**src/rtl/issue_scheduler_if.sv**
```systemverilog
// ---------------------------------------------------------------------------
// issue_scheduler_if
//
// Purpose: bundles the parser-facing, execution-port-facing and writeback
// signals of the dual-issue scheduler into one interface.
//
// Signals:
//   flush_i, in_valid_i         - flush request and bundle-valid from parser
//   *_i1 / *_i2                 - slot 1 (older, A) and slot 2 (younger, B)
//   port_ready_i[1:0]           - per-port acceptance from execution ports
//   wb_valid_i, wb_reg_i        - writeback notification
//   stall_o                     - back-pressure to the parser
//   issue_*_o0 / issue_*_o1     - registered per-port issued instruction
//   busy_o                      - scoreboard busy vector
//
// Modports:
//   slave  - the scheduler itself
//   master - the environment (parser, execution ports, writeback)
// ---------------------------------------------------------------------------
interface issue_scheduler_if #(
    parameter int NUM_REGS = 32
);
    localparam int REG_W = $clog2(NUM_REGS);

    logic                flush_i;
    logic                in_valid_i;
    logic                isBranch_i1;
    logic                isBranch_i2;
    logic                format_i1;
    logic                format_i2;
    logic [6:0]          opcode_i1;
    logic [6:0]          opcode_i2;
    logic [REG_W-1:0]    reg_i1;
    logic [REG_W-1:0]    reg_i2;
    logic [15:0]         operand_i1;
    logic [15:0]         operand_i2;
    logic [1:0]          port_ready_i;
    logic                wb_valid_i;
    logic [REG_W-1:0]    wb_reg_i;

    logic                stall_o;
    logic [1:0]          issue_valid_o;
    logic                issue_isBranch_o0;
    logic                issue_isBranch_o1;
    logic                issue_format_o0;
    logic                issue_format_o1;
    logic [6:0]          issue_opcode_o0;
    logic [6:0]          issue_opcode_o1;
    logic [REG_W-1:0]    issue_reg_o0;
    logic [REG_W-1:0]    issue_reg_o1;
    logic [15:0]         issue_operand_o0;
    logic [15:0]         issue_operand_o1;
    logic [NUM_REGS-1:0] busy_o;

    modport slave (
        input  flush_i, in_valid_i,
        input  isBranch_i1, isBranch_i2, format_i1, format_i2,
        input  opcode_i1, opcode_i2, reg_i1, reg_i2, operand_i1, operand_i2,
        input  port_ready_i, wb_valid_i, wb_reg_i,
        output stall_o, issue_valid_o,
        output issue_isBranch_o0, issue_isBranch_o1,
        output issue_format_o0, issue_format_o1,
        output issue_opcode_o0, issue_opcode_o1,
        output issue_reg_o0, issue_reg_o1,
        output issue_operand_o0, issue_operand_o1,
        output busy_o
    );

    modport master (
        output flush_i, in_valid_i,
        output isBranch_i1, isBranch_i2, format_i1, format_i2,
        output opcode_i1, opcode_i2, reg_i1, reg_i2, operand_i1, operand_i2,
        output port_ready_i, wb_valid_i, wb_reg_i,
        input  stall_o, issue_valid_o,
        input  issue_isBranch_o0, issue_isBranch_o1,
        input  issue_format_o0, issue_format_o1,
        input  issue_opcode_o0, issue_opcode_o1,
        input  issue_reg_o0, issue_reg_o1,
        input  issue_operand_o0, issue_operand_o1,
        input  busy_o
    );
endinterface

```
**src/rtl/issue_scheduler.sv**
```systemverilog
// ---------------------------------------------------------------------------
// issue_scheduler
//
// Purpose: in-order dual-issue scheduler. Latches a two-instruction bundle
// (A older, B younger), checks hazards against a busy scoreboard and between
// the two slots, and issues oldest-first on execution ports 0 and 1.
//
// Ports:
//   clock_i   - clock, rising edge
//   reset_ni  - asynchronous active-low reset
//   bus       - issue_scheduler_if.slave (bundle in, issue out, writeback,
//               stall and scoreboard debug vector)
// ---------------------------------------------------------------------------
module issue_scheduler #(
    parameter int NUM_REGS = 32
) (
    input  logic              clock_i,
    input  logic              reset_ni,
    issue_scheduler_if.slave  bus
);
    localparam int REG_W = $clog2(NUM_REGS);

    typedef enum logic [1:0] {
        EMPTY,
        PAIR,
        SINGLE
    } state_e;

    typedef struct packed {
        logic             isBranch;
        logic             format;
        logic [6:0]       opcode;
        logic [REG_W-1:0] regIdx;
        logic [15:0]      operand;
    } instr_t;

    state_e              state_q, state_d;
    instr_t              instA_q, instB_q;
    instr_t              issue0_q, issue1_q;
    logic [1:0]          issueValid_q;
    logic [NUM_REGS-1:0] busy_q, busy_d;

    instr_t inA, inB, oldest;
    logic   issue0, issue1, allDrain, stall, capture;
    logic   bReadsADest;

    // Register-form instructions also read operand[4:0]; reg is always read.
    function automatic logic srcBusy(input instr_t i, input logic [NUM_REGS-1:0] b);
        return b[i.regIdx] | (~i.format & b[i.operand[REG_W-1:0]]);
    endfunction

    // Branches have no destination, so they can never create a WAW hazard.
    function automatic logic dstBusy(input instr_t i, input logic [NUM_REGS-1:0] b);
        return ~i.isBranch & b[i.regIdx];
    endfunction

    assign inA = '{isBranch: bus.isBranch_i1, format: bus.format_i1,
                   opcode: bus.opcode_i1, regIdx: bus.reg_i1,
                   operand: bus.operand_i1};
    assign inB = '{isBranch: bus.isBranch_i2, format: bus.format_i2,
                   opcode: bus.opcode_i2, regIdx: bus.reg_i2,
                   operand: bus.operand_i2};

    // Issue decision, acceptance and next state. A flush suppresses issue
    // and capture, so the only thing that can change busy during a flush is
    // an in-flight writeback.
    always_comb begin
        oldest      = (state_q == PAIR) ? instA_q : instB_q;
        bReadsADest = (instB_q.regIdx == instA_q.regIdx) ||
                      (!instB_q.format && (instB_q.operand[REG_W-1:0] == instA_q.regIdx));

        issue0 = !bus.flush_i && (state_q != EMPTY) && bus.port_ready_i[0] &&
                 !srcBusy(oldest, busy_q) && !dstBusy(oldest, busy_q);

        issue1 = (state_q == PAIR) && issue0 && bus.port_ready_i[1] &&
                 !instA_q.isBranch && !bReadsADest &&
                 !(!instB_q.isBranch && (instB_q.regIdx == instA_q.regIdx)) &&
                 !dstBusy(instB_q, busy_q) && !srcBusy(instB_q, busy_q);

        case (state_q)
            PAIR:    allDrain = issue0 && issue1;
            SINGLE:  allDrain = issue0;
            default: allDrain = 1'b1;
        endcase

        stall   = !bus.flush_i && !allDrain;
        capture = bus.in_valid_i && !stall && !bus.flush_i;

        state_d = state_q;
        if (bus.flush_i) begin
            state_d = EMPTY;
        end else if (capture) begin
            state_d = PAIR;
        end else begin
            case (state_q)
                PAIR:    state_d = issue1 ? EMPTY : (issue0 ? SINGLE : PAIR);
                SINGLE:  state_d = issue0 ? EMPTY : SINGLE;
                default: state_d = EMPTY;
            endcase
        end

        // Clear first, then set, so a same-edge set on the written-back
        // register wins.
        busy_d = busy_q;
        if (bus.wb_valid_i) begin
            busy_d[bus.wb_reg_i] = 1'b0;
        end
        if (issue0 && !oldest.isBranch) begin
            busy_d[oldest.regIdx] = 1'b1;
        end
        if (issue1 && !instB_q.isBranch) begin
            busy_d[instB_q.regIdx] = 1'b1;
        end
        busy_d[0] = 1'b0;
    end

    // Hold buffer, registered issue outputs and scoreboard.
    always_ff @(posedge clock_i or negedge reset_ni) begin
        if (!reset_ni) begin
            state_q      <= EMPTY;
            instA_q      <= '0;
            instB_q      <= '0;
            issue0_q     <= '0;
            issue1_q     <= '0;
            issueValid_q <= '0;
            busy_q       <= '0;
        end else begin
            state_q      <= state_d;
            busy_q       <= busy_d;
            issueValid_q <= {issue1, issue0};
            issue0_q     <= issue0 ? oldest  : '0;
            issue1_q     <= issue1 ? instB_q : '0;
            if (capture) begin
                instA_q <= inA;
                instB_q <= inB;
            end
        end
    end

    assign bus.stall_o           = stall;
    assign bus.issue_valid_o     = issueValid_q;
    assign bus.issue_isBranch_o0 = issue0_q.isBranch;
    assign bus.issue_isBranch_o1 = issue1_q.isBranch;
    assign bus.issue_format_o0   = issue0_q.format;
    assign bus.issue_format_o1   = issue1_q.format;
    assign bus.issue_opcode_o0   = issue0_q.opcode;
    assign bus.issue_opcode_o1   = issue1_q.opcode;
    assign bus.issue_reg_o0      = issue0_q.regIdx;
    assign bus.issue_reg_o1      = issue1_q.regIdx;
    assign bus.issue_operand_o0  = issue0_q.operand;
    assign bus.issue_operand_o1  = issue1_q.operand;
    assign bus.busy_o            = busy_q;

endmodule

```
**src/flat_wrapper.sv**
```systemverilog
// flat-port wrapper written by rule: the top's interface ports become plain ports
module issue_scheduler_flat 
#(
    parameter int NUM_REGS = 32
)
  (clock_i, reset_ni, bus_flush_i, bus_in_valid_i, bus_isBranch_i1, bus_isBranch_i2, bus_format_i1, bus_format_i2, bus_opcode_i1, bus_opcode_i2, bus_reg_i1, bus_reg_i2, bus_operand_i1, bus_operand_i2, bus_port_ready_i, bus_wb_valid_i, bus_wb_reg_i, bus_stall_o, bus_issue_valid_o, bus_issue_isBranch_o0, bus_issue_isBranch_o1, bus_issue_format_o0, bus_issue_format_o1, bus_issue_opcode_o0, bus_issue_opcode_o1, bus_issue_reg_o0, bus_issue_reg_o1, bus_issue_operand_o0, bus_issue_operand_o1, bus_busy_o);
  issue_scheduler_if #(.NUM_REGS(NUM_REGS)) bus_i ();
  input  logic clock_i;
  input  logic reset_ni;
  input wire logic [$bits(bus_i.flush_i)-1:0] bus_flush_i;
  input wire logic [$bits(bus_i.in_valid_i)-1:0] bus_in_valid_i;
  input wire logic [$bits(bus_i.isBranch_i1)-1:0] bus_isBranch_i1;
  input wire logic [$bits(bus_i.isBranch_i2)-1:0] bus_isBranch_i2;
  input wire logic [$bits(bus_i.format_i1)-1:0] bus_format_i1;
  input wire logic [$bits(bus_i.format_i2)-1:0] bus_format_i2;
  input wire logic [$bits(bus_i.opcode_i1)-1:0] bus_opcode_i1;
  input wire logic [$bits(bus_i.opcode_i2)-1:0] bus_opcode_i2;
  input wire logic [$bits(bus_i.reg_i1)-1:0] bus_reg_i1;
  input wire logic [$bits(bus_i.reg_i2)-1:0] bus_reg_i2;
  input wire logic [$bits(bus_i.operand_i1)-1:0] bus_operand_i1;
  input wire logic [$bits(bus_i.operand_i2)-1:0] bus_operand_i2;
  input wire logic [$bits(bus_i.port_ready_i)-1:0] bus_port_ready_i;
  input wire logic [$bits(bus_i.wb_valid_i)-1:0] bus_wb_valid_i;
  input wire logic [$bits(bus_i.wb_reg_i)-1:0] bus_wb_reg_i;
  output wire logic [$bits(bus_i.stall_o)-1:0] bus_stall_o;
  output wire logic [$bits(bus_i.issue_valid_o)-1:0] bus_issue_valid_o;
  output wire logic [$bits(bus_i.issue_isBranch_o0)-1:0] bus_issue_isBranch_o0;
  output wire logic [$bits(bus_i.issue_isBranch_o1)-1:0] bus_issue_isBranch_o1;
  output wire logic [$bits(bus_i.issue_format_o0)-1:0] bus_issue_format_o0;
  output wire logic [$bits(bus_i.issue_format_o1)-1:0] bus_issue_format_o1;
  output wire logic [$bits(bus_i.issue_opcode_o0)-1:0] bus_issue_opcode_o0;
  output wire logic [$bits(bus_i.issue_opcode_o1)-1:0] bus_issue_opcode_o1;
  output wire logic [$bits(bus_i.issue_reg_o0)-1:0] bus_issue_reg_o0;
  output wire logic [$bits(bus_i.issue_reg_o1)-1:0] bus_issue_reg_o1;
  output wire logic [$bits(bus_i.issue_operand_o0)-1:0] bus_issue_operand_o0;
  output wire logic [$bits(bus_i.issue_operand_o1)-1:0] bus_issue_operand_o1;
  output wire logic [$bits(bus_i.busy_o)-1:0] bus_busy_o;
  assign bus_i.flush_i = bus_flush_i;
  assign bus_i.in_valid_i = bus_in_valid_i;
  assign bus_i.isBranch_i1 = bus_isBranch_i1;
  assign bus_i.isBranch_i2 = bus_isBranch_i2;
  assign bus_i.format_i1 = bus_format_i1;
  assign bus_i.format_i2 = bus_format_i2;
  assign bus_i.opcode_i1 = bus_opcode_i1;
  assign bus_i.opcode_i2 = bus_opcode_i2;
  assign bus_i.reg_i1 = bus_reg_i1;
  assign bus_i.reg_i2 = bus_reg_i2;
  assign bus_i.operand_i1 = bus_operand_i1;
  assign bus_i.operand_i2 = bus_operand_i2;
  assign bus_i.port_ready_i = bus_port_ready_i;
  assign bus_i.wb_valid_i = bus_wb_valid_i;
  assign bus_i.wb_reg_i = bus_wb_reg_i;
  assign bus_stall_o = bus_i.stall_o;
  assign bus_issue_valid_o = bus_i.issue_valid_o;
  assign bus_issue_isBranch_o0 = bus_i.issue_isBranch_o0;
  assign bus_issue_isBranch_o1 = bus_i.issue_isBranch_o1;
  assign bus_issue_format_o0 = bus_i.issue_format_o0;
  assign bus_issue_format_o1 = bus_i.issue_format_o1;
  assign bus_issue_opcode_o0 = bus_i.issue_opcode_o0;
  assign bus_issue_opcode_o1 = bus_i.issue_opcode_o1;
  assign bus_issue_reg_o0 = bus_i.issue_reg_o0;
  assign bus_issue_reg_o1 = bus_i.issue_reg_o1;
  assign bus_issue_operand_o0 = bus_i.issue_operand_o0;
  assign bus_issue_operand_o1 = bus_i.issue_operand_o1;
  assign bus_busy_o = bus_i.busy_o;
  issue_scheduler #(.NUM_REGS(NUM_REGS)) u_core (.clock_i(clock_i), .reset_ni(reset_ni), .bus(bus_i));
endmodule
```
**config.mk**
```make
export PLATFORM = sky130hd
export DESIGN_NAME = issue_scheduler_flat
export DESIGN_NICKNAME = d
export VERILOG_FILES = /design/src/rtl/issue_scheduler_if.sv /design/src/rtl/issue_scheduler.sv /design/src/flat_wrapper.sv
export SDC_FILE = /design/constraint.sdc
export NUM_CORES = 1
export LEC_CHECK = 0
export ABC_AREA = 1
export BUFFER_PORTS_ARGS = -buffer_cell sky130_fd_sc_hd__buf_4
export CORE_UTILIZATION = 62
export CTS_BUF_LIST = sky130_fd_sc_hd__clkbuf_2
export CTS_CLUSTER_DIAMETER = 200
export DETAILED_ROUTE_END_ITERATION = 10
export GPL_ROUTABILITY_DRIVEN = 0
export GPL_TIMING_DRIVEN = 0
export HOLD_SLACK_MARGIN = 0.08
export PLACE_DENSITY = 0.91
export RECOVER_POWER = 50
export SKIP_CTS_REPAIR_TIMING = 1
export SYNTH_ARGS = -nofsm -noshare
export SYNTH_HDL_FRONTEND = slang
export SYNTH_SLANG_ARGS = --single-unit
```
**constraint.sdc**
```tcl
create_clock -name clock_i -period 4.4 [get_ports clock_i]
set_clock_uncertainty 0.15 [all_clocks]
set_input_delay 0.88 -clock clock_i [delete_from_list [all_inputs] [get_ports clock_i]]
set_output_delay 0.88 -clock clock_i [all_outputs]
set_load 0.05 [all_outputs]
```
==> impl_metrics.yaml <==
placed_design:
  dpl_cell_area_um2: 9670
  io_buffers: 165
  place_ws_ns: 0.569
  dpl.hpwl_um: 18800
  place_inst: 1462
critical_path:
  crit_type: "reg -> out"
  end_kind: "primary output"
  worstPathMaxFanout: 10
  start_kind: "register"
  cp_data_required_time_ns: 3.37
  critPathArrivalTime_ns: 3.36
die:
  design.die.area_um2: 13700
  die_y_um: 117
  die_w_um: 117
  start_util_pct: 64.3
  core-area_um2: 12700
  rows: 41
  num_io_pins: 167
clock_tree:
  cts_tree: "done"
  numClockSinks: 155
  clock_path_buffers: 2
  cts_buffers: 17
  clk_latency_ns: 0.78
  clkTransAtPathRegs_ns: 0.25
  htreeDepth: 4
  root_buffer: "clkbuf_2"
sta:
  setup_viol: 0
  relSlewSlack_pct: -82.8
  worstMarginPinSlew_ns: 2.74
  hold_viol: 0
  slew_viol_final: 51
  tns_ns: 0
  period_share_pct: 99.7
  max_freq_ghz: 0.228
  min_period_ns: 4.39
  setup_slack_ns: 0.0114
power:
  pwr-share-clk_pct: 20.0
  p_leak_nw: 5.28
  ir_worst_vdd_v: 0.000237
  switchingPower_mw: 1.48
  p_sw_share_pct: 41.7
  p_int_mw: 2.07
  power_mw: 3.55
  power_density_nw_per_um2: 350
  p_comb_share_pct: 32.5
  pwr-share-seq_pct: 47.4
routing:
  drtIter0Drc: 1642
  ant_nets: 0
  wirelength_um: 27100
  route.vias.total: 9135
  dr.pass1.iters: 11
  wire_per_inst_um: 17.8
  drc: 0
  routed_via_density: 6.02
yosys:
  synth_top_cell_by_area: "dfrtp_1"
  synth-simple-area-share_pct: 34.8
  synth_nets: 1199
  yosysWarnings: 0
  seq_area_frac_synth_pct: 47.4
  synth_adder_area_share_pct: 0.459
  yosys-top-cells-area: "dfrtp_1 47%, nand2_1 18%, nand3_1 11%, o21ai_0 4.6%, inv_1 4.4%"
  synth.distinct_cells: 35
  syn_inst: 1124
  synth_top_family_by_area: "simple AND/OR/NAND/NOR gates"
  synth_compound_area_share_pct: 8.26
  synth_mux_area_share_pct: 0
  synth_area_um2: 8180
  synth_top_area_share_pct: 47.4
  ys_seq_elements: 155
  postSynthAreaPerCell_um2: 7.28
  synth-xor-area-share_pct: 0.321
hold_path:
  hold_path_class: "in -> reg"
grt:
  grt_pass1_vias: 7835
  antenna_found_initial: 1
  grt_max_degree: 106
  gr-total-overflow: 0
  grt_pass1_wl_um: 39400
  grt_use_total_pct: 38.6
layout:
  finish.net_count: 1406
  fin_area_um2: 10100
  drive_gt1_share_pct: 19.9
  synthToLayoutAreaGrowth_pct: 23.9
  ff_latch_area_um2: 3880
  stdcell_count: 1517
  n_fill_cell: 907
  multi_input_area_um2: 3800
flow_run:
  drv_cap: 1
status:
  outcome: "finished with violations"
  violations: "max-capacitance violations, max-slew violations"
final cells by class:
type                    instances  share of cell area [%]
diodes                          1                  0.0247
repair buffers                189                    12.5
plain buffers                  58                    3.53
clock buffers                  18                   0.889
flip-flops and latches        155                    38.3
inverters                     109                    4.13
multi-input cells             801                    37.4
clock inverters                14                    1.14
well taps                     172                    2.12
power groups by stage:
stage / registers (mW) / logic, mW / clock network, mW
final: 1.68 / 1.15 / 0.711
after global routing: 1.69 / 1.23 / 0.776
after CTS: 1.66 / 0.998 / 0.714
after detailed placement: 1.69 / 0.994 / 0
after global placement: 1.69 / 0.964 / 0
after floorplan: 1.78 / 0.543 / 0
cell usage after synthesis (all sizes together):
| master | n |
|---|---|
| buf | 41 |
| dfrtp | 155 |
| xnor2 | 1 |
| nand2 | 387 |
| a22oi | 2 |
| clkinv | 1 |
| xor2 | 2 |
| o221ai | 1 |
| nand4 | 2 |
| clkbuf | 18 |
| conb | 1 |
| nand3 | 186 |
| nor3 | 11 |
| a21oi | 6 |
| o21ai | 92 |
| nor2 | 88 |
| a211oi | 18 |
| ha | 3 |
| inv | 108 |
| o21a | 1 |
layer usage:
| layer | wire, um | share of wire [%] | global-route usage [%] |
|---|---|---|---|
| met1 | 9820 | 36 | 52.6 |
| met5 | 0 | 0 | 0 |
| met3 | 3890 | 14 | 11.1 |
| met4 | 1790 | 6.6 | 22.2 |
| met2 | 11600 | 43 | 55.3 |
cell families (layout without fill, tap and decap cells):
group                    Yosys count  count (layout)
adder cells (fa/ha/maj)            3               3
buffers and inverters            168             388
flip-flops                       155             155
AND/OR/NAND/NOR                  674             674
other                              1               2
AO/OA/AOI/OAI                    120             120
XOR/XNOR                           3               3
cells in the final DEF, fill, tap and decap left out, types with 4 or more instances in the layout:
master	netlist	routed
o21ai_0	76	76
inv_1	95	94
nand3_1	185	183
buf_1	3	4
nand2_4	2	5
a211oi_1	18	18
a21oi_1	6	6
buf_4	8	144
buf_6	2	6
inv_2	12	11
nand2_1	382	372
clkbuf_1	17	62
nor2_1	85	79
buf_2	28	22
o21ai_4	0	5
clkinvlp_4	0	5
dfrtp_1	155	155
nor2_4	1	6
nor3_1	9	4
o21ai_1	11	9
nand2_2	3	9
clkbuf_2	1	19
nor3_2	2	5
sequential cells by signal, summed over array words and instances (netlist names):
signal                        flops
u_core.bus.busy_o                31
u_core.instA_q                   30
u_core.instB_q                   30
u_core.bus.issue_operand_o0      16
u_core.bus.issue_operand_o1      16
u_core.bus.issue_opcode_o0        7
u_core.bus.issue_opcode_o1        7
u_core.bus.issue_reg_o0           5
u_core.bus.issue_reg_o1           5
u_core.bus.issue_valid_o          2
u_core.state_q                    2
u_core.bus.issue_format_o0        1
u_core.bus.issue_format_o1        1
u_core.bus.issue_isBranch_o0      1
u_core.bus.issue_isBranch_o1      1
path summary, 6_finish.rpt:
| check | start | endpoint | slack, ns | depth (start not counted) |
|---|---|---|---|---|
| worst max-delay path | u_core.instB_q[16] | bus_stall_o | 0.01 | 18 |
| worst min-delay path | bus_operand_i2[15] | u_core.instB_q[15] | 0.15 | 3 |
| worst max register to register | u_core.instB_q[16] | u_core.bus.busy_o[17] | 1.06 | 20 |
| worst min register to register | u_core.instB_q[26] | u_core.instB_q[26] | 0.35 | 2 |
| max in group asynchronous | reset_ni | u_core.bus.busy_o[21] | 1.21 | 2 |
| min in group asynchronous | reset_ni | u_core.bus.busy_o[24] | 1.33 | 2 |
per-stage QoR:
step | utilization (%) | hold WS, ns
global route | 79.7 | 0.104
detailed placement | 76.0 | 0.308
global placement | 75.7 | 0.303
floorplan | - | 0.287
CTS | 77.6 | -0.169
finish | 79.7 | 0.149
worst max-delay path: stages, from the launching register on:
cell and delay, ns:
dfrtp_1 0.38, clkbuf_4 0.23, inv_2 0.10, nand2_1 0.10
inv_1 0.10, buf_2 0.23, nand2_1 0.10, nand3_1 0.08
nand2_1 0.10, nand2_1 0.07, nor2_1 0.12, nand2_1 0.08
nor2_2 0.16, nand2_1 0.10, inv_1 0.11, nand4_4 0.18
nand2_8 0.15, inv_1 0.06, buf_6 0.15
Note: power is estimated with default switching activity, not from simulation.
